<file path="config.mk">
export PLATFORM = sky130hd
export DESIGN_NAME = bram_job_master
export DESIGN_NICKNAME = d
export VERILOG_FILES = /design/src/rtl/maxval_pkg.sv /design/src/rtl/wait_timer.sv /design/src/rtl/bram_job_master.sv
export SDC_FILE = /design/constraint.sdc
export NUM_CORES = 1
export LEC_CHECK = 0
export CORE_MARGIN = 2
export CORE_UTILIZATION = 40
export CTS_CLUSTER_SIZE = 8
export DETAILED_ROUTE_END_ITERATION = 6
export GPL_TIMING_DRIVEN = 1
export HOLD_SLACK_MARGIN = 0.1
export PLACE_DENSITY = 0.81
export SLEW_MARGIN = 30
export SYNTH_ARGS = -nofsm -noshare
export SYNTH_HDL_FRONTEND = slang
export SYNTH_SLANG_ARGS = --single-unit
</file>
<file path="constraint.sdc">
create_clock -name clk -period 2.4 [get_ports clk]
set_input_delay 0.48 -clock clk [delete_from_list [all_inputs] [get_ports clk]]
set_output_delay 0.48 -clock clk [all_outputs]
set_load 0.02 [all_outputs]
</file>
<file path="src/rtl/maxval_pkg.sv">
// Shared types and constants for the BRAM job master and its accelerator-side peers.
package maxval_pkg;

    typedef enum logic [2:0] {
        IDLE,
        LOAD,
        START,
        WAIT_DONE,
        WAIT_CLR,
        RD_ADDR,
        RD_DATA
    } state_t;

    localparam int CTRL_START_BIT  = 0;
    localparam int STATUS_DONE_BIT = 0;

    localparam int DEF_NWORDS  = 2048;
    localparam int DEF_ADDR_W  = 13;
    localparam int DEF_DATA_W  = 32;
    localparam int DEF_TIMEOUT = 65535;

endpackage

</file>
<file path="src/rtl/wait_timer.sv">
// Loadable down-counter; expired is high once the count has reached zero.
module wait_timer #(
    parameter int W = 16
) (
    input  logic         clk,
    input  logic         reset,
    input  logic         load,
    input  logic [W-1:0] load_val,
    output logic         expired
);

    logic [W-1:0] count;

    // Count down from the loaded value and park at zero.
    always_ff @(posedge clk) begin
        if (reset) begin
            count <= '0;
        end else if (load) begin
            count <= load_val;
        end else if (count != '0) begin
            count <= count - W'(1);
        end
    end

    assign expired = (count == '0);

endmodule

</file>
<file path="src/rtl/bram_job_master.sv">
// Fabric-side initiator: streams NWORDS words into the accelerator BRAM,
// runs the start/done handshake, then reads the result word from address 0.
//
//   state     | meaning
//   IDLE      | waiting for cmd_start
//   LOAD      | accepting stream words, writing ascending BRAM addresses
//   START     | last write issued; raise start
//   WAIT_DONE | start held high until done (or timeout)
//   WAIT_CLR  | start low, waiting for done to clear (or timeout)
//   RD_ADDR   | BRAM read of address 0 is on the port
//   RD_DATA   | read data valid; capture into result
//
// Every BRAM-side output and the start bit are flops, so the combinational
// block computes their next values and the register block loads them.
// The read of address 0 is launched on the transition into RD_ADDR so the
// 1-cycle BRAM latency lands the data in RD_DATA.
module bram_job_master
    import maxval_pkg::*;
#(
    parameter int NWORDS  = DEF_NWORDS,
    parameter int ADDR_W  = DEF_ADDR_W,
    parameter int DATA_W  = DEF_DATA_W,
    parameter int TIMEOUT = DEF_TIMEOUT
) (
    input  logic                clk,
    input  logic                reset,
    input  logic                cmd_start,
    output logic                busy,
    input  logic                in_valid,
    output logic                in_ready,
    input  logic [DATA_W-1:0]   in_data,
    output logic [31:0]         ps_control,
    input  logic [31:0]         pl_status,
    output logic [ADDR_W-1:0]   bram_addr,
    output logic [DATA_W-1:0]   bram_wrdata,
    output logic [DATA_W/8-1:0] bram_we,
    output logic                bram_en,
    input  logic [DATA_W-1:0]   bram_rddata,
    output logic [DATA_W-1:0]   result,
    output logic                result_valid,
    output logic                error
);

    localparam int CNT_W = $clog2(NWORDS);
    localparam int TMR_W = $clog2(TIMEOUT + 1);
    localparam int BE_W  = DATA_W / 8;

    state_t              state, state_n;
    logic [CNT_W-1:0]    cnt, cnt_n;
    logic                start_q, start_n;
    logic                en_n;
    logic [BE_W-1:0]     we_n;
    logic [ADDR_W-1:0]   addr_n;
    logic [DATA_W-1:0]   wrdata_n;
    logic [DATA_W-1:0]   result_n;
    logic                rv_n;
    logic                err_n;
    logic                tmr_load;
    logic                tmr_expired;
    logic                done;
    logic                unused_status;

    assign done          = pl_status[STATUS_DONE_BIT];
    assign unused_status = ^pl_status;
    assign busy          = (state != IDLE);
    assign in_ready      = (state == LOAD);

    // Start bit is the only live control bit; the rest read as zero.
    always_comb begin
        ps_control                 = '0;
        ps_control[CTRL_START_BIT] = start_q;
    end

    // One timer serves both wait states; it is reloaded on entry to each.
    wait_timer #(.W(TMR_W)) u_wait_timer (
        .clk      (clk),
        .reset    (reset),
        .load     (tmr_load),
        .load_val (TMR_W'(TIMEOUT - 1)),
        .expired  (tmr_expired)
    );

    // Next-state and next-output decode.
    always_comb begin
        state_n  = state;
        cnt_n    = cnt;
        start_n  = start_q;
        en_n     = 1'b0;
        we_n     = '0;
        addr_n   = '0;
        wrdata_n = '0;
        result_n = result;
        rv_n     = 1'b0;
        err_n    = 1'b0;
        tmr_load = 1'b0;
        case (state)
            IDLE: begin
                if (cmd_start) begin
                    cnt_n   = '0;
                    state_n = LOAD;
                end
            end
            LOAD: begin
                if (in_valid) begin
                    en_n     = 1'b1;
                    we_n     = '1;
                    addr_n   = ADDR_W'({cnt, 2'b00});
                    wrdata_n = in_data;
                    cnt_n    = cnt + CNT_W'(1);
                    if (cnt == CNT_W'(NWORDS - 1)) begin
                        state_n = START;
                    end
                end
            end
            START: begin
                start_n  = 1'b1;
                tmr_load = 1'b1;
                state_n  = WAIT_DONE;
            end
            WAIT_DONE: begin
                if (done) begin
                    start_n  = 1'b0;
                    tmr_load = 1'b1;
                    state_n  = WAIT_CLR;
                end else if (tmr_expired) begin
                    start_n = 1'b0;
                    err_n   = 1'b1;
                    state_n = IDLE;
                end
            end
            WAIT_CLR: begin
                if (!done) begin
                    en_n    = 1'b1;
                    state_n = RD_ADDR;
                end else if (tmr_expired) begin
                    err_n   = 1'b1;
                    state_n = IDLE;
                end
            end
            RD_ADDR: begin
                state_n = RD_DATA;
            end
            RD_DATA: begin
                result_n = bram_rddata;
                rv_n     = 1'b1;
                state_n  = IDLE;
            end
            default: begin
                state_n = IDLE;
            end
        endcase
    end

    // State and registered outputs.
    always_ff @(posedge clk) begin
        if (reset) begin
            state        <= IDLE;
            cnt          <= '0;
            start_q      <= 1'b0;
            bram_en      <= 1'b0;
            bram_we      <= '0;
            bram_addr    <= '0;
            bram_wrdata  <= '0;
            result       <= '0;
            result_valid <= 1'b0;
            error        <= 1'b0;
        end else begin
            state        <= state_n;
            cnt          <= cnt_n;
            start_q      <= start_n;
            bram_en      <= en_n;
            bram_we      <= we_n;
            bram_addr    <= addr_n;
            bram_wrdata  <= wrdata_n;
            result       <= result_n;
            result_valid <= rv_n;
            error        <= err_n;
        end
    end

endmodule

</file>
==> metrics.cfg, run 1 <==
[grt]
grt_pass1_wl_mm=16.4
grt_max_degree=52
groute.usage.overall=0.172
grt_remaining_overflow=0
grt_pass1_vias=3501
antenna_found_initial=0

[floorplanning]
die_h_um=108
start_util=0.415
die_area_um2=11700
num_rows=37
die_w_um=108
core_um2=10400
io_pins=218

[routing]
vias_per_cell=5.03
drt_first_iter_violations=271
final_antenna_net_count=0
routed_wl_mm=10.6
drc=0
drt_pass1_iterations=4
post_drt_wl_per_cell_um=13.9
route.vias.total=3824

[sta]
grt_setup_unrepaired=false
period_needed_ns=2.30
slew_headroom=0.606
min_period_over_period=0.960
fin_tns_setup_ns=0
finClkSkew_ns=0.0138
max_slew.worst_pin.slew_ns=0.590
report.final.slew_viol_count=0
hold-worst-slack_ns=0.464
hold_viol=0
finalSetupViolCount=0
fmax_mhz=434

[logic_synthesis]
synthTopCellsByArea=dfxtp_1 51%, and3_1 6.5%, nand2_1 6.5%
synth_edf_count=0
ys_warn_count=0
yosys-top-cells-count=110 x dfxtp_1, 75 x nand2_1, 45 x and3_1
synth_area_per_cell_um2=8.98
async_reset_ff_frac=0
netlist.area_leader.share=0.510
synth-main-ff-cell=dfxtp_1
synth.most_common_cell=dfxtp_1
ys_types=49
synth_cells=481
ys_ff_latch=110
synthesis.area_um2=4320
seq_area_frac_synth=0.510
synth_largest_area_cell=dfxtp_1

[setup_path]
crit_chain=buf_4, or3_1, clkdlybuf4s50_1
crit_path_end_kind=output pin
rrSetupSlack_ns=0.36
worstPathMaxFanout=15
r2r_cells=6
setup.worst_path.end=busy
startpoint=state[2]
r2r_start=u_wait_timer.count[0]
critPathMaxStageDelay_ns=0.56
cp_slowest_cell=clkdlybuf4s50_1
required_ns=1.92
reg2reg_to=u_wait_timer.count[11]
critical_path_class=reg2out
startpoint_type=flop
critical_path_arrival_ns=1.82

[clocking]
cts-buffers-inserted=9
clock-sinks=110
clockRootBuffer=clkbuf_8
cts_setup_buffers=0
cts.clk_slew.worst_paths_ns=0.11
htree_levels=3
cts_buffer_depth=2
worstSkewPairLatency_ns=0.37
cts_tree=done
ctsResizeCount=0
hold_buffers=0

[layout]
antenna_cells=0
n_fill_cell=896
drive_gt1_frac=0.0561
area_growth_pct=38.6
fin_cells=760
num-nets-final=722
postLayoutCoreUtil=0.575

[power]
p_clk_frac=0.222
power_density_nw_per_um2=815
seqPwrFrac=0.447
vdd_drop_max_mv=0.453
leakagePower_nw=2.36
p_switching_w=0.00173
combPwrFrac=0.331
p_total_w=0.00488
p_int_w=0.00315
p_sw_frac=0.354

[placed_design]
io_buffers=153
routabilityCongestion=0.834
dpl.hpwl_mm=7.45
dp.cells=744

[outcome]
status=complete, no violations

[job]
maxCapViolations=0

[worst_hold_path]
holdCritPathClass=reg2reg

-- area by class of cell --
type                            count  area, µm²  area share
Clock inverter                      6       51.3     0.00856
Multi-Input combinational cell    331       1820       0.303
Timing Repair Buffer              161       1590       0.265
Clock buffer                       10        138      0.0230
Inverter                            6       22.5     0.00376
Tap cell                          136        170      0.0284
Sequential cell                   110       2200       0.368
-- state kept, by name (all words and copies together) (netlist names) --
name and flops:
cnt 11, bram_we 1, error 1, result_valid 1, result 32, state 3, start_q 1, u_wait_timer.count 16
bram_addr 11, bram_wrdata 32, bram_en 1
-- how the worst min path moves through the flow --
stage	start	to	slack (ns)	cells past startpoint
after floorplan	cnt[1]	cnt[1]	0.45	2
after global placement	result[7]	result[7]	0.44	2
after detailed placement	result[16]	result[16]	0.45	2
after CTS	reset	state[2]	0.45	2
after global routing	reset	state[2]	0.47	2
final	result[6]	result[6]	0.46	2
-- power by group through the flow --
| stage | logic (W) | registers, W | clock network, W |
|---|---|---|---|
| global placement | 0.00154 | 0.00221 | 0 |
| global route | 0.00179 | 0.00221 | 0.00119 |
| detailed placement | 0.00161 | 0.00222 | 0 |
| floorplan | 0.00114 | 0.00225 | 0 |
| CTS | 0.00161 | 0.00218 | 0.00112 |
| finish | 0.00162 | 0.00218 | 0.00109 |
-- routing by layer --
metal	track usage	part of all wire
met3	0.0470	0.087
met4	0.0403	0.0082
met5	0	0
met1	0.211	0.42
met2	0.302	0.49
-- critical path: cells and delay by family (launching register included) --
kind	cells	cell delay [ns]
simple gates	1	0.39
flops	1	0.33
buf+inv	2	0.74
-- cell usage in the layout (no fill, tap or decap), drive strengths merged, types with 3 or more instances in the layout --
master / netlist / layout
xor2: 5 / 5
o21ai: 13 / 13
nor4: 3 / 3
a21oi: 42 / 42
nand2: 75 / 75
nor2: 20 / 20
nand4: 8 / 8
nor3: 4 / 4
dfxtp: 110 / 110
o31ai: 7 / 7
a31oi: 14 / 14
buf: 39 / 9
or2: 3 / 3
and2: 3 / 3
or4: 7 / 7
and3: 45 / 45
nor2b: 3 / 3
a311oi: 4 / 4
nand2b: 5 / 5
or3: 9 / 9
ha: 3 / 3
nand3: 6 / 6
inv: 6 / 11
conb: 1 / 33
clkdlybuf4s50: 0 / 151
clkbuf: 26 / 10
-- per-stage QoR --
step                instance area (µm²)  setup WS, ns
finish                             5990        0.0962
global route                       5990       0.00726
CTS                                5990        0.0430
detailed placement                 5800         0.349
global placement                   5800         0.395
floorplan                          4440         0.514
-- logic make-up after synthesis --
family	synth area share
simple gates	0.248
fa+ha+maj	0.00869
xor+xnor	0.0122
compound gates	0.116
buf+inv	0.0999
flops	0.510
mux	0.00492
other cells	0.000868
Note: power is estimated with default switching activity, not from simulation.
==> run 2: changes to the inputs <==
- PLACE_DENSITY: 0.81 -> 0.92
- clock period: 2.4 -> 2.2 ns (I/O delays scaled with it)
==> metrics.cfg, run 2 (synthesis results as in run 1) <==
[outcome]
status=complete, no violations

[routing]
drt_first_iter_violations=327  ; +21%
route.vias.total=3781  ; -1.1%
routed_wl_mm=10.6  ; +0.28%
vias_per_cell=4.98  ; -1.1%
drc=0  ; unchanged
post_drt_wl_per_cell_um=13.9  ; +0.28%
drt_pass1_iterations=4  ; unchanged
final_antenna_net_count=0  ; unchanged

[clocking]
cts-buffers-inserted=9  ; unchanged
hold_buffers=0  ; unchanged
worstSkewPairLatency_ns=0.36  ; about the same
cts_tree=done
htree_levels=3  ; unchanged
cts.clk_slew.worst_paths_ns=0.10  ; about the same
clockRootBuffer=clkbuf_8
cts_setup_buffers=0  ; unchanged
clock-sinks=110  ; unchanged
cts_buffer_depth=2  ; unchanged

[setup_path]
required_ns=1.76  ; -0.16 ns
critical_path_arrival_ns=1.62  ; -0.20 ns
critical_path_class=reg2out
cp_slowest_cell=clkdlybuf4s50_1
startpoint_type=flop
crit_path_end_kind=output pin
critPathTopFamily=buffers and inverters
crit_chain=or3_1, clkdlybuf4s50_1
path_buf_inv=1  ; -1
worstPathMaxFanout=2  ; -13
critPathMaxStageDelay_ns=0.56  ; about the same

[grt]
grt_pass1_vias=3582  ; +2.3%
grt_max_degree=53  ; +1.9%
grt_remaining_overflow=0  ; unchanged
grt_pass1_wl_mm=16.7  ; +1.8%
groute.usage.overall=0.177  ; +0.00500
antenna_found_initial=0  ; unchanged

[power]
power_density_nw_per_um2=888  ; +8.9%
p_total_w=0.00532  ; +8.8%
vdd_drop_max_mv=0.435  ; -4.2%
seqPwrFrac=0.449  ; +0.002
leakagePower_nw=2.34  ; -0.80%
p_sw_frac=0.354  ; about the same
p_int_w=0.00343  ; +8.8%
combPwrFrac=0.336  ; +0.005
p_switching_w=0.00188  ; +8.9%
p_clk_frac=0.215  ; -0.007

[sta]
report.final.slew_viol_count=0  ; unchanged
grt_setup_unrepaired=false
slew_headroom=0.590  ; -0.0164
min_period_over_period=0.937
period_needed_ns=2.06
fmax_mhz=485
finClkSkew_ns=0.0164  ; +0.00258 ns
finalSetupViolCount=0  ; unchanged
fin_tns_setup_ns=0  ; unchanged
hold_viol=0  ; unchanged
max_slew.worst_pin.slew_ns=0.614  ; +0.0245 ns

[layout]
largest_registers=bram_wrdata (32), result (32), u_wait_timer.count (16)
final_common_cell=clkdlybuf4s50_1
final_cell_mix=151 x clkdlybuf4s50_1, 110 x dfxtp_1, 75 x nand2_1, 45 x and3_1, 42 x a21oi_1
antenna_cells=0  ; unchanged
n_fill_cell=908  ; +1.3%
fin_cells=760  ; unchanged
drive_gt1_frac=0.0593  ; +0.00321
num-nets-final=723  ; +0.14%
area_growth_pct=38.5  ; about the same

[floorplanning]
die_h_um=108  ; unchanged
start_util=0.415  ; unchanged
core_um2=10400  ; unchanged
num_rows=37  ; unchanged
die_area_um2=11700  ; unchanged
io_pins=218  ; unchanged
die_w_um=108  ; unchanged

[placed_design]
routabilityCongestion=0.801  ; -4.0%
dp.cells=745  ; +0.13%
io_buffers=153  ; unchanged
dpl.hpwl_mm=7.61  ; +2.1%

[worst_hold_path]
holdCritPathClass=in2reg

[job]
maxCapViolations=0  ; unchanged

-- run 2: cell types whose count changed in the layout (fill, tap and decap cells not counted), sizes merged --
cell,change
clkinv,+1
buf,+2
clkinvlp,+1
dlymetal6s2s,-1
inv,-3
-- run 2: path summary, 6_finish.rpt --
path,start,to,slack (ns),cells after the start
min reg2reg,result[17],result[17],0.46,2
max,state[2],busy,0.14,2
max reg2reg,u_wait_timer.count[0],u_wait_timer.count[12],0.18,6
min,reset,cnt[0],0.41,2
-- run 2: metrics by stage --
stage          setup WS [ns]  hold slack (ns)  cell area, µm²   util
5_1_grt               0.0290            0.411            5980  0.575
2_1_floorplan          0.314            0.453            4440      -
3_3_place_gp           0.262            0.442            5800  0.557
3_5_place_dp           0.169            0.449            5800  0.557
4_1_cts                0.117            0.397            5980  0.574
6_report               0.138            0.407            5980  0.575
-- run 2: per-layer routing --
layer  GRT usage  up-vias  share of wire
li1            -     1868              -
met1       0.196     1729           0.39
met2       0.325      176           0.51
met3      0.0524        8          0.090
met4      0.0568        0          0.011
met5           0        -              0
-- run 2: area by class of cell --
cell class	count	area, µm²	share of cell area
Inverter	6	22.5	0.00376
Sequential cell	110	2200	0.368
Clock inverter	5	42.5	0.00711
Clock buffer	10	138	0.0230
Multi-Input combinational cell	331	1820	0.304
Tap cell	136	170	0.0284
Timing Repair Buffer	162	1590	0.266
-- run 2: what timing repair did --
action / 4_1_cts / 5_1_grt
endpoints found under the hold margin: 0 / 0
endpoints found under the setup margin: 0 / 1
resized for setup: 0 / 1
-- run 2: power groups by stage --
stage                     Clock, W  Combinational [W]  Sequential (W)
after floorplan                  0            0.00125         0.00246
after global placement           0            0.00169         0.00241
after detailed placement         0            0.00178         0.00243
after CTS                  0.00117            0.00178         0.00238
after global routing       0.00125            0.00198         0.00242
final                      0.00114            0.00179         0.00239
==> run 3: changes to the inputs <==
- CORE_ASPECT_RATIO: default -> 0.7
- CTS_CLUSTER_SIZE: 8 -> default
==> metrics.cfg, run 3 (synthesis results as in run 1) <==
[layout]
final_common_cell=clkdlybuf4s50_1
final_cell_mix=150 x clkdlybuf4s50_1, 110 x dfxtp_1, 75 x nand2_1, 45 x and3_1, 42 x a21oi_1
largest_registers=bram_wrdata (32), result (32), u_wait_timer.count (16)
antenna_cells=0  ; unchanged
area_growth_pct=42.5
drive_gt1_frac=0.0591  ; -0.000189
num-nets-final=724  ; +0.14%

[power]
p_int_w=0.00390  ; +14%
power_density_nw_per_um2=957  ; +7.8%
combPwrFrac=0.308  ; -0.028
p_switching_w=0.00199  ; +5.7%
leakagePower_nw=2.43  ; +3.7%
vdd_drop_max_mv=0.430  ; -1.0%
p_sw_frac=0.338  ; -0.0166
seqPwrFrac=0.405  ; -0.044
p_clk_frac=0.287  ; +0.072
p_total_w=0.00590  ; +11%

[sta]
fin_tns_setup_ns=0  ; unchanged
fmax_mhz=486  ; +0.17%
max_slew.worst_pin.slew_ns=0.594  ; -0.0201 ns
period_needed_ns=2.06  ; -0.00356 ns
slew_headroom=0.604  ; +0.0143
finalSetupViolCount=0  ; unchanged
grt_setup_unrepaired=false
hold_viol=0  ; unchanged
min_period_over_period=0.936  ; -0.00162
finClkSkew_ns=0.00601  ; -0.0104 ns
report.final.slew_viol_count=0  ; unchanged

[floorplanning]
die_area_um2=11700  ; +0.12%
core_um2=10400  ; +0.17%
io_pins=218  ; unchanged
die_h_um=91.0  ; -16%
die_w_um=128  ; +19%
num_rows=31  ; -16%
start_util=0.414  ; -0.000697

[setup_path]
reg2reg_to=u_wait_timer.count[11]
required_ns=1.76  ; about the same
setup.worst_path.end=in_ready
rrSetupSlack_ns=0.17  ; about the same
worstPathMaxFanout=4  ; +2
startpoint_type=flop
startpoint=state[0]
crit_path_end_kind=output pin
critical_path_class=reg2out
r2r_cells=6  ; unchanged
critical_path_arrival_ns=1.62  ; about the same
r2r_start=u_wait_timer.count[0]

[worst_hold_path]
whs_path_depth=2  ; unchanged
holdCritPathClass=reg2reg

[clocking]
cts-buffers-inserted=9  ; unchanged
cts.clk_slew.worst_paths_ns=0.08  ; -0.02 ns
clockRootBuffer=clkbuf_16
clock-sinks=110  ; unchanged
hold_buffers=0  ; unchanged
cts_tree=done
worstSkewPairLatency_ns=0.34  ; -0.02 ns
cts_buffer_depth=2  ; unchanged
htree_levels=3  ; unchanged

[placed_design]
routabilityCongestion=0.820  ; +2.3%
dpl.hpwl_mm=7.86  ; +3.3%
io_buffers=153  ; unchanged

[grt]
grt_remaining_overflow=0  ; unchanged
grt_max_degree=61  ; +15%
busiest_layer=met2
use_met2=0.327  ; +0.00188
groute.usage.overall=0.189  ; +0.0120
grt_pass1_vias=3577  ; -0.14%
antenna_found_initial=0  ; unchanged
grt_pass1_wl_mm=17.6  ; +5.6%
grtUsageMet1=0.228  ; +0.0320
use_met3=0.0589  ; +0.00649

[routing]
post_drt_wl_per_cell_um=14.8  ; +6.0%
drc=0  ; unchanged
route.vias.total=3863  ; +2.2%
drt_pass1_iterations=5  ; +1
final_antenna_net_count=0  ; unchanged
routed_wl_mm=11.2  ; +5.8%
drt_first_iter_violations=275  ; -16%
vias_per_cell=5.10  ; +2.4%

[job]
maxCapViolations=0  ; unchanged

[outcome]
status=complete, no violations

## run 3: cell count changes in the layout (fill, tap and decap cells not counted), sizes merged
cell,change
bufinv,+1
clkinv,+1
clkdlybuf4s50,-1
dlygate4sd2,+2
clkbuf,-1
inv,+1
clkinvlp,-1
## run 3: worst min-delay path by stage
stage | startpoint | to
finish | result[30] | result[30]
global route | result[18] | result[18]
CTS | result[30] | result[30]
detailed placement | result[30] | result[30]
global placement | result[14] | result[14]
floorplan | cnt[1] | cnt[1]
## run 3: final cells by class
| class | instances | area, µm² |
|---|---|---|
| clock inverter | 7 | 90.1 |
| multi-input combinational | 331 | 1820 |
| clock buffer | 9 | 225 |
| timing repair buffer | 163 | 1640 |
| tap | 132 | 165 |
| sequential | 110 | 2200 |
| fill | 854 | 4280 |
| inverter | 6 | 22.5 |
## run 3: critical path, cell delays in order (launching register included)
cell           delay, ns
dfxtp_1             0.34
or3b_1              0.43
inv_1               0.13
dlygate4sd2_1       0.37
## run 3: power groups by stage
stage                     clock, W  combinational, W  sequential, W
after floorplan                  0           0.00125        0.00246
after global routing       0.00182           0.00199        0.00241
after detailed placement         0           0.00179        0.00243
after CTS                  0.00173           0.00179        0.00238
after global placement           0           0.00170        0.00241
final                      0.00169           0.00182        0.00239
## run 3: layer usage
layer / vias to the layer above / wire length (µm)
li1: 1876 / -
met5: - / 0
met1: 1799 / 4560
met2: 177 / 5570
met3: 11 / 941
met4: 0 / 117
## run 3: timing repair
item / in CTS / in global routing
endpoints found under the setup margin: 2 / 9
setup buffers: 0 / 1
pin swaps: 0 / 1
gates resized for setup: 2 / 0
## run 3: stage by stage
step,cell area [µm²],setup slack (ns),utilization,std cells,hold slack (ns)
after floorplan,4440,0.314,-,513,0.453
after global placement,5840,0.251,0.560,741,0.440
after detailed placement,5840,0.198,0.560,741,0.449
after CTS,6150,0.144,0.590,757,0.458
after global routing,6160,0.0250,0.590,758,0.475
final,6160,0.141,0.590,758,0.456
